`src/rtl/gng_mem_pkg.sv`:
```
// Shared types and defaults for the ROM download / game read arbiter.
package gng_mem_pkg;

    typedef enum logic [1:0] {IDLE, WRITE, READ} arb_state_t;

    localparam int unsigned DEF_AW        = 19;
    localparam logic [31:0] DEF_SIGNATURE = 32'h10830080;

    // Byte idx of the signature, byte 0 being the most significant.
    function automatic logic [7:0] sig_byte(input logic [31:0] sig, input logic [1:0] idx);
        return sig[8 * (3 - int'(idx)) +: 8];
    endfunction

endpackage

```
`src/rtl/gng_dl_fifo.sv`:
```
// Small synchronous FIFO holding download (addr,data) pairs; push when full is ignored.
module gng_dl_fifo #(
    parameter int unsigned WIDTH = 27,
    parameter int unsigned DEPTH = 4
) (
    input  logic                     clk,
    input  logic                     rst_n,
    input  logic                     push,
    input  logic                     pop,
    input  logic [WIDTH-1:0]         din,
    output logic [WIDTH-1:0]         head,
    output logic                     full,
    output logic                     empty,
    output logic [$clog2(DEPTH):0]   count
);

    localparam int unsigned PW = $clog2(DEPTH);
    localparam logic [PW:0] FULL_CNT = (PW + 1)'(DEPTH);

    logic [WIDTH-1:0] mem [DEPTH];
    logic [PW-1:0]    wr_ptr;
    logic [PW-1:0]    rd_ptr;
    logic             do_push;
    logic             do_pop;

    assign full    = (count == FULL_CNT);
    assign empty   = (count == '0);
    assign do_push = push && !full;
    assign do_pop  = pop && !empty;
    assign head    = mem[rd_ptr];

    always_ff @(posedge clk or negedge rst_n) begin
        if (!rst_n) begin
            wr_ptr <= '0;
            rd_ptr <= '0;
            count  <= '0;
        end else begin
            if (do_push) wr_ptr <= wr_ptr + 1'b1;
            if (do_pop)  rd_ptr <= rd_ptr + 1'b1;
            case ({do_push, do_pop})
                2'b10:   count <= count + 1'b1;
                2'b01:   count <= count - 1'b1;
                default: count <= count;
            endcase
        end
    end

    always_ff @(posedge clk) begin
        if (do_push) mem[wr_ptr] <= din;
    end

endmodule

```
`src/rtl/gng_rom_arbiter.sv`:
```
// Shares one memory port between buffered ROM-download writes (strict priority) and game reads,
// holds the game in reset around downloads and flags the alternate-ROM signature.
module gng_rom_arbiter
    import gng_mem_pkg::*;
#(
    parameter int unsigned AW         = DEF_AW,
    parameter int unsigned FIFO_DEPTH = 4,
    parameter int unsigned RST_HOLD   = 16,
    parameter logic [31:0] SIGNATURE  = DEF_SIGNATURE
) (
    input  logic          clk_sys,
    input  logic          rst_n,
    input  logic          dl_active,
    input  logic          dl_wr,
    input  logic [AW-1:0] dl_addr,
    input  logic [7:0]    dl_data,
    output logic          dl_overflow,
    output logic          sig_match,
    output logic          game_rst,
    input  logic          rd_req,
    input  logic [AW-1:0] rd_addr,
    output logic [7:0]    rd_data,
    output logic          rd_ack,
    output logic          mem_req,
    output logic          mem_we,
    output logic [AW-1:0] mem_addr,
    output logic [7:0]    mem_wdata,
    input  logic [7:0]    mem_rdata,
    input  logic          mem_ack
);

    localparam int unsigned FW = AW + 8;
    localparam int unsigned HW = $clog2(RST_HOLD + 1);
    localparam logic [HW-1:0] HOLD_LOAD = HW'(RST_HOLD);

    arb_state_t                    state;
    logic [FW-1:0]                 fifo_head;
    logic                          fifo_full;
    logic                          fifo_empty;
    logic                          fifo_pop;
    logic [$clog2(FIFO_DEPTH):0]   fifo_count;
    logic                          dl_active_q;
    logic                          dl_rise;
    logic                          sig_addr;
    logic [3:0]                    sig_flag;
    logic [HW-1:0]                 hold_cnt;
    logic                          busy;

    gng_dl_fifo #(
        .WIDTH (FW),
        .DEPTH (FIFO_DEPTH)
    ) u_fifo (
        .clk   (clk_sys),
        .rst_n (rst_n),
        .push  (dl_wr),
        .pop   (fifo_pop),
        .din   ({dl_addr, dl_data}),
        .head  (fifo_head),
        .full  (fifo_full),
        .empty (fifo_empty),
        .count (fifo_count)
    );

    assign fifo_pop  = (state == WRITE) && mem_ack;
    assign dl_rise   = dl_active && !dl_active_q;
    assign sig_addr  = (dl_addr[AW-1:2] == '0);
    assign sig_match = &sig_flag;
    assign busy      = dl_active || (fifo_count != '0) || (state == WRITE);
    assign game_rst  = busy || (hold_cnt != '0);

    // A write in the rise cycle lands after the clear, so its flag/overflow survives.
    always_ff @(posedge clk_sys or negedge rst_n) begin
        if (!rst_n) begin
            dl_active_q <= 1'b0;
            dl_overflow <= 1'b0;
            sig_flag    <= '0;
        end else begin
            dl_active_q <= dl_active;
            if (dl_rise) begin
                dl_overflow <= 1'b0;
                sig_flag    <= '0;
            end
            if (dl_wr && fifo_full) dl_overflow <= 1'b1;
            if (dl_wr && sig_addr)
                sig_flag[dl_addr[1:0]] <= (dl_data == sig_byte(SIGNATURE, dl_addr[1:0]));
        end
    end

    always_ff @(posedge clk_sys or negedge rst_n) begin
        if (!rst_n) begin
            hold_cnt <= HOLD_LOAD;
        end else if (busy) begin
            hold_cnt <= HOLD_LOAD;
        end else if (hold_cnt != '0) begin
            hold_cnt <= hold_cnt - 1'b1;
        end
    end

    always_ff @(posedge clk_sys or negedge rst_n) begin
        if (!rst_n) begin
            state     <= IDLE;
            mem_req   <= 1'b0;
            mem_we    <= 1'b0;
            mem_addr  <= '0;
            mem_wdata <= '0;
            rd_ack    <= 1'b0;
            rd_data   <= '0;
        end else begin
            rd_ack <= 1'b0;
            case (state)
                IDLE: begin
                    if (!fifo_empty) begin
                        state     <= WRITE;
                        mem_req   <= 1'b1;
                        mem_we    <= 1'b1;
                        mem_addr  <= fifo_head[FW-1:8];
                        mem_wdata <= fifo_head[7:0];
                    // rd_req is still high in the ack cycle; don't reissue that read.
                    end else if (rd_req && !game_rst && !rd_ack) begin
                        state    <= READ;
                        mem_req  <= 1'b1;
                        mem_we   <= 1'b0;
                        mem_addr <= rd_addr;
                    end
                end
                WRITE: begin
                    if (mem_ack) begin
                        mem_req <= 1'b0;
                        state   <= IDLE;
                    end
                end
                READ: begin
                    if (mem_ack) begin
                        rd_data <= mem_rdata;
                        rd_ack  <= 1'b1;
                        mem_req <= 1'b0;
                        state   <= IDLE;
                    end
                end
                default: state <= IDLE;
            endcase
        end
    end

endmodule

```
`config.mk`:
```
export PLATFORM = sky130hd
export DESIGN_NAME = gng_rom_arbiter
export DESIGN_NICKNAME = d
export VERILOG_FILES = /design/src/rtl/gng_mem_pkg.sv /design/src/rtl/gng_dl_fifo.sv /design/src/rtl/gng_rom_arbiter.sv
export SDC_FILE = /design/constraint.sdc
export NUM_CORES = 1
export LEC_CHECK = 0
export ABC_CLOCK_PERIOD_IN_PS = 5500
export CAP_MARGIN = 20
export CORE_ASPECT_RATIO = 1.1
export CORE_UTILIZATION = 58
export CTS_BUF_LIST = sky130_fd_sc_hd__clkbuf_16
export DETAILED_ROUTE_END_ITERATION = 12
export PLACE_DENSITY = 0.94
export SLEW_MARGIN = 10
export SYNTH_ARGS = -nofsm -noshare
export SYNTH_HDL_FRONTEND = slang
export SYNTH_SLANG_ARGS = --single-unit
```
`constraint.sdc`:
```
create_clock -name clk_sys -period 5.5 [get_ports clk_sys]
set_input_delay 0.825 -clock clk_sys [delete_from_list [all_inputs] [get_ports clk_sys]]
set_output_delay 0.825 -clock clk_sys [all_outputs]
set_load 0.01 [all_outputs]
```
# Word-level counts from Yosys, hierarchy flattened
# Memories as Yosys holds them, arrays and structs flattened.
# Index checks and enable logic that the tools add are counted.
dict set report word_totals {
  reg_bits 58
  mem_bits_rw 108
  input_bits 60
  out_inout_bits 41
  word_cells 93
  n_memories 1
}
dict set report op_classes {
  add_sub_neg 6
  n_lt_le_gt_ge 2
  n_eq_ne 9
  shifts 1
  n_mux 26
  bitwise_logic 1
  reduce_logical 33
}
# name words width rd rd_clocked_by_memory_dff write_ports line
set memory_table {}
lappend memory_table {u_fifo.mem 4 27 1 0 1 gng_dl_fifo.sv:20} ;# logic [WIDTH-1:0] mem [DEPTH];
# cell count
set op_table {}
lappend op_table {{19-bit 2-to-1 mux} 2}
lappend op_table {{32-bit by 6-bit indexed part select with 8-bit output (first input constant)} 1}
lappend op_table {{17-bit logical NOT} 1}
lappend op_table {{1-bit 2-to-1 mux} 12}
lappend op_table {{5-bit 2-to-1 mux} 2}
lappend op_table {{1-bit logical AND} 9}
lappend op_table {{8-bit == test} 1}
lappend op_table {{4-bit 2-to-1 mux} 2}
lappend op_table {{2-bit AND reduction} 4}
lappend op_table {{2-bit nonzero test} 4}
lappend op_table {{2-bit 2-to-1 mux} 3}
lappend op_table {{3-bit case mux with 2 select lines} 1}
lappend op_table {{1-bit logical NOT} 5}
lappend op_table {{5-bit nonzero test} 1}
lappend op_table {{5-bit by 1-bit subtractor with 5-bit output (second input constant)} 1}
lappend op_table {{2-bit by 1-bit adder with 2-bit output (second input constant)} 2}
lappend op_table {{4-bit bitwise mux} 1}
lappend op_table {{2-bit by 1-bit == test with 1-bit output (second input constant)} 2}
lappend op_table {{2-bit == test (second input constant)} 2}
lappend op_table {{2-bit by 1-bit inequality test with 1-bit output (second input constant)} 2}
lappend op_table {{2-bit case mux with 2 select lines} 1}
lappend op_table {{4-bit AND reduction} 1}
lappend op_table {{3-bit by 1-bit adder with 3-bit output (second input constant)} 1}
lappend op_table {{3-bit == test (second input constant)} 1}
lappend op_table {{14 further kinds} 16}

# Logic depth before layout (Yosys ltp)
dict set report logic_depth {
  depth_word 10
  ltp_mapped 9
  mapped_depth_nobuf 9
}

# Cells and area by module
# A second synthesis with hierarchy kept.
dict set report unflattened {
  hier_cells 369
  area_unflattened_um2 6920.4
}
# mod instances cells_each area_per_inst_um2 seq_area_each_um2
set by_module_without_submodules {}
lappend by_module_without_submodules {gng_dl_fifo 1 178 4330.4 3418.3}
lappend by_module_without_submodules {gng_rom_arbiter 1 191 2590.0 1277.5}

# Worst setup path after synthesis
# Ideal clock, no wire load.
dict set report synth_timing {
  path_kind {input port to output port}
  startpoint {input dl_active}
  endpoint {output game_rst}
  arrival_ns 1.621
  required_time_ns 4.675
  path_slack_ns 3.054
  cell_stages 3
  path_buffers 1
  path_cell_list {or3_1 clkbuf_1 or2_2}
}
dict set report synth_via {
  elab_chain_cells 3
}
# item line
set synth_rtl {}
lappend synth_rtl {{start, declared} gng_rom_arbiter.sv:13} ;# input logic dl_active,
lappend synth_rtl {{1-bit logical OR (2 in a row)} gng_rom_arbiter.sv:68} ;# assign busy = dl_active || (fifo_count != '0) || (state == WRITE);
lappend synth_rtl {{1-bit logical OR} gng_rom_arbiter.sv:69} ;# assign game_rst = busy || (hold_cnt != '0);
lappend synth_rtl {{end, declared} gng_rom_arbiter.sv:19} ;# output logic game_rst,
# No other way between the ends.

# Worst setup path after layout
dict set report layout_timing {
  startpoint {register u_fifo.count[1]}
  endpoint {output game_rst}
}
dict set report layout_via {
  elab_chain_cells 4
}
# item line
set layout_rtl {}
lappend layout_rtl {{start, declared} gng_dl_fifo.sv:14} ;# output logic [$clog2(DEPTH):0] count
lappend layout_rtl {{start signal, assigned} gng_dl_fifo.sv:41} ;# 2'b10: count <= count + 1'b1;
lappend layout_rtl {{start signal, assigned} gng_dl_fifo.sv:42} ;# 2'b01: count <= count - 1'b1;
lappend layout_rtl {{start signal, assigned} gng_dl_fifo.sv:43} ;# default: count <= count;
lappend layout_rtl {{3-bit nonzero test} gng_rom_arbiter.sv:68}
lappend layout_rtl {{1-bit logical OR (2 in a row)} gng_rom_arbiter.sv:68}
lappend layout_rtl {{1-bit logical OR} gng_rom_arbiter.sv:69}
# No other way between the ends.

==> qor.yml <==
drv_slew: 0
leakage_uw: 0.00308
cts_buffer_depth: 2
port_buffers: 100
tns_ps: 0
power_density_nw_per_um2: 553
async_reset_ff_share_pct: 34.9
cts_hold_buf: 0
final_core_util_pct: 75.3
clk_latency_ps: 430
synth_seq_cells: 166
synth.area.top_cells: "edfxtp_1 (48%), dfrtp_1 (21%), mux4_2 (9.1%)"
viasPerCell: 6.05
synth-main-ff-cell: "edfxtp_1"
cts_sinks: 166
status: "completed"
yosysWarnings: 0
cts_buffers: 17
ios: 101
r2r_setup_slack_ps: 2750
cts_root_buffer: "clkbuf_16"
hold_path.class: "reg -> reg"
slew_headroom_pct: 35.2
maxCapViolCount: 0
grt_pass1_vias: 4270
crit_buf_inv: 1
synth_cell_types: 46
clock.fmax_ghz: 0.269
ant_nets: 0
overflow: 0
diodes: 0
hold_path_depth: 1
synth_area_um2: 6710
dp_cells: 648
area_growth_pct: 24.7
cp_top_family: "simple AND/OR/NAND/NOR gates"
antenna_found_initial: 0
r2r_start: "state[1]"
startpoint_type: "flip-flop"
crit_arrival_ps: 2890
cts_setup_buffers: 0
r2r_cells: 6
cts_tree: "done"
die_h_um: 115
cts-htree-levels: 4
grt_max_degree: 59
cp_slowest_stage_delay_ps: 720
via_count: 4112
period_share_pct: 67.5
r2r_end: "mem_addr[2]"
die_w_um: 105
rsz0062_at_grt: "no"
criticalPathCategory: "reg -> out"
slowest_stage: "or3_1"
max-vdd-ir-drop_mv: 0.383
gp_congestion: 0.786
cp_cell_sequence: "or3_1 > or3_1 > or2_2 > clkdlybuf4s50_1"
crit_path_frequent_cell: "or3_1"
fin_skew_ps: 8.77
post-dp-hpwl_mm: 9.45
grt_util_all_layers_pct: 26.5
tightestPinTransition_ps: 971
die-area_um2: 12000
std_cell_rows: 40
synth.avg_cell_area_um2: 16.3
worstHoldEndpoint: "rd_data[2]"
drt_wl_total_mm: 14.7
dr.pass1.iters: 7
grt_first_pass_wirelength_mm: 23.0
drtIter0Drc: 282
layoutNonFillerInstCount: 680
initial_utilization_pct: 60.4
cts.repair.resized: 0
crit_path_end_kind: "output pin"
setup_viol: 0
yosysSeqAreaShare_pct: 70.0
drive_gt1_share_pct: 15.9
cp_max_fo: 23
clkTransAtPathRegs_ps: 60
yosysTopAreaCell: "edfxtp_1"
worstPathRequired_ps: 4680
layout.nets: 592
core-area_um2: 11100
synth_top_area_share_pct: 48.4
syn_inst: 412
drc: 0
syn_nets: 484
fin_crit_ps: 3710
holdCritStartpoint: "rd_data[2]"
hold_violations: 0
synth_enable_flop_cells: 108
wl_per_cell_um: 21.6
==> worst reg2reg max path, stage by stage (launching register included) <==
cell and delay, ps:
dfrtp_1 400, inv_1 100, ha_1 220, or4b_1 550
o21ai_2 760, and2_4 440, a31oi_1 140
==> report_power, final <==
part           switching, uW  internal (uW)
sequential               234           1710
clock                    450            607
combinational            817            812
total                   1500           3130
==> cell usage in the layout (no fill, tap or decap), types with 2 or more instances in the layout <==
master and count:
xor2_1 3, clkdlybuf4s50_1 99, nor4_1 9, nor4b_1 2, buf_4 7, nand2b_1 2, ha_1 11, nor2_1 8
mux2_2 17, clkinvlp_4 2, dfrtp_1 56, edfxtp_1 108, nor3_1 3, or3_1 2, clkbuf_16 17, a31oi_1 19
clkinv_1 4, and2_1 4, clkinv_2 4, inv_1 17, nand2_1 50, mux2i_1 4, mux4_2 27, a21oi_1 20
o21ai_0 4, a32o_1 3, xnor2_1 5
==> through the flow <==
step           hold WS (ps)  total power (uW)  setup slack (ps)  cell area [um^2]
3_5_place_dp            501              3540              2130              7840
2_1_floorplan           495              2920              3050              6710
6_report                510              4630              1790              8360
3_3_place_gp            487              3440              2160              7840
4_1_cts                 513              4650              1780              8360
5_1_grt                 523              4850              1650              8360
==> cells by family after synthesis <==
logic type	Yosys count	share of synthesized area (%)
compound gates	54	4.93
xor+xnor	8	1.04
fa+ha+maj	12	2.35
buf+inv	32	2.39
flops	166	70.0
mux	48	12.5
simple gates	92	6.75
==> routing by layer <==
metal | track usage, % | up-vias | part of all wire (%)
met5 | 0 | - | 0
met4 | 13.0 | 0 | 2.5
met3 | 6.52 | 34 | 6.4
met2 | 44.9 | 189 | 53
met1 | 32.2 | 2106 | 38
li1 | - | 1783 | -
==> Yosys cell counts, types with 2 or more instances <==
master / n
nand2_1: 50
a21oi_1: 20
mux2_2: 17
dfrtp_1: 57
xnor2_1: 5
a31oi_1: 19
clkbuf_1: 8
nand2b_1: 2
nor3_1: 4
mux2i_1: 4
xor2_1: 3
or3_1: 2
edfxtp_1: 108
nor2_1: 8
o21ai_0: 4
mux4_2: 27
buf_6: 4
nor4b_1: 2
nor4_1: 9
and2_1: 4
inv_1: 14
ha_1: 11
buf_2: 5
a32o_1: 3
==> layout make-up <==
| class | count | area, um^2 |
|---|---|---|
| well taps | 147 | 184 |
| clock buffers | 17 | 425 |
| clock inverters | 15 | 100 |
| multi-input cells | 214 | 1860 |
| repair buffers | 107 | 1050 |
| flip-flops and latches | 166 | 4700 |
| fillers | 654 | 2750 |
| inverters | 14 | 52.6 |
==> state kept, by name, indices dropped and copies added (netlist names), 2 cells and up <==
signal,count
hold_cnt,5
mem_addr,19
mem_wdata,8
rd_data,8
sig_flag,4
state,2
u_fifo.count,3
u_fifo.mem,108
u_fifo.rd_ptr,2
u_fifo.wr_ptr,2
==> worst max path at each step <==
stage | from | end | cells after the start
after floorplan | dl_active | game_rst | 3
after global placement | dl_active | game_rst | 4
after detailed placement | dl_active | game_rst | 4
after CTS | u_fifo.count[1] | game_rst | 4
after global routing | u_fifo.count[1] | game_rst | 4
final | u_fifo.count[1] | game_rst | 4
No activity file was read; power rests on OpenSTA's default activity.
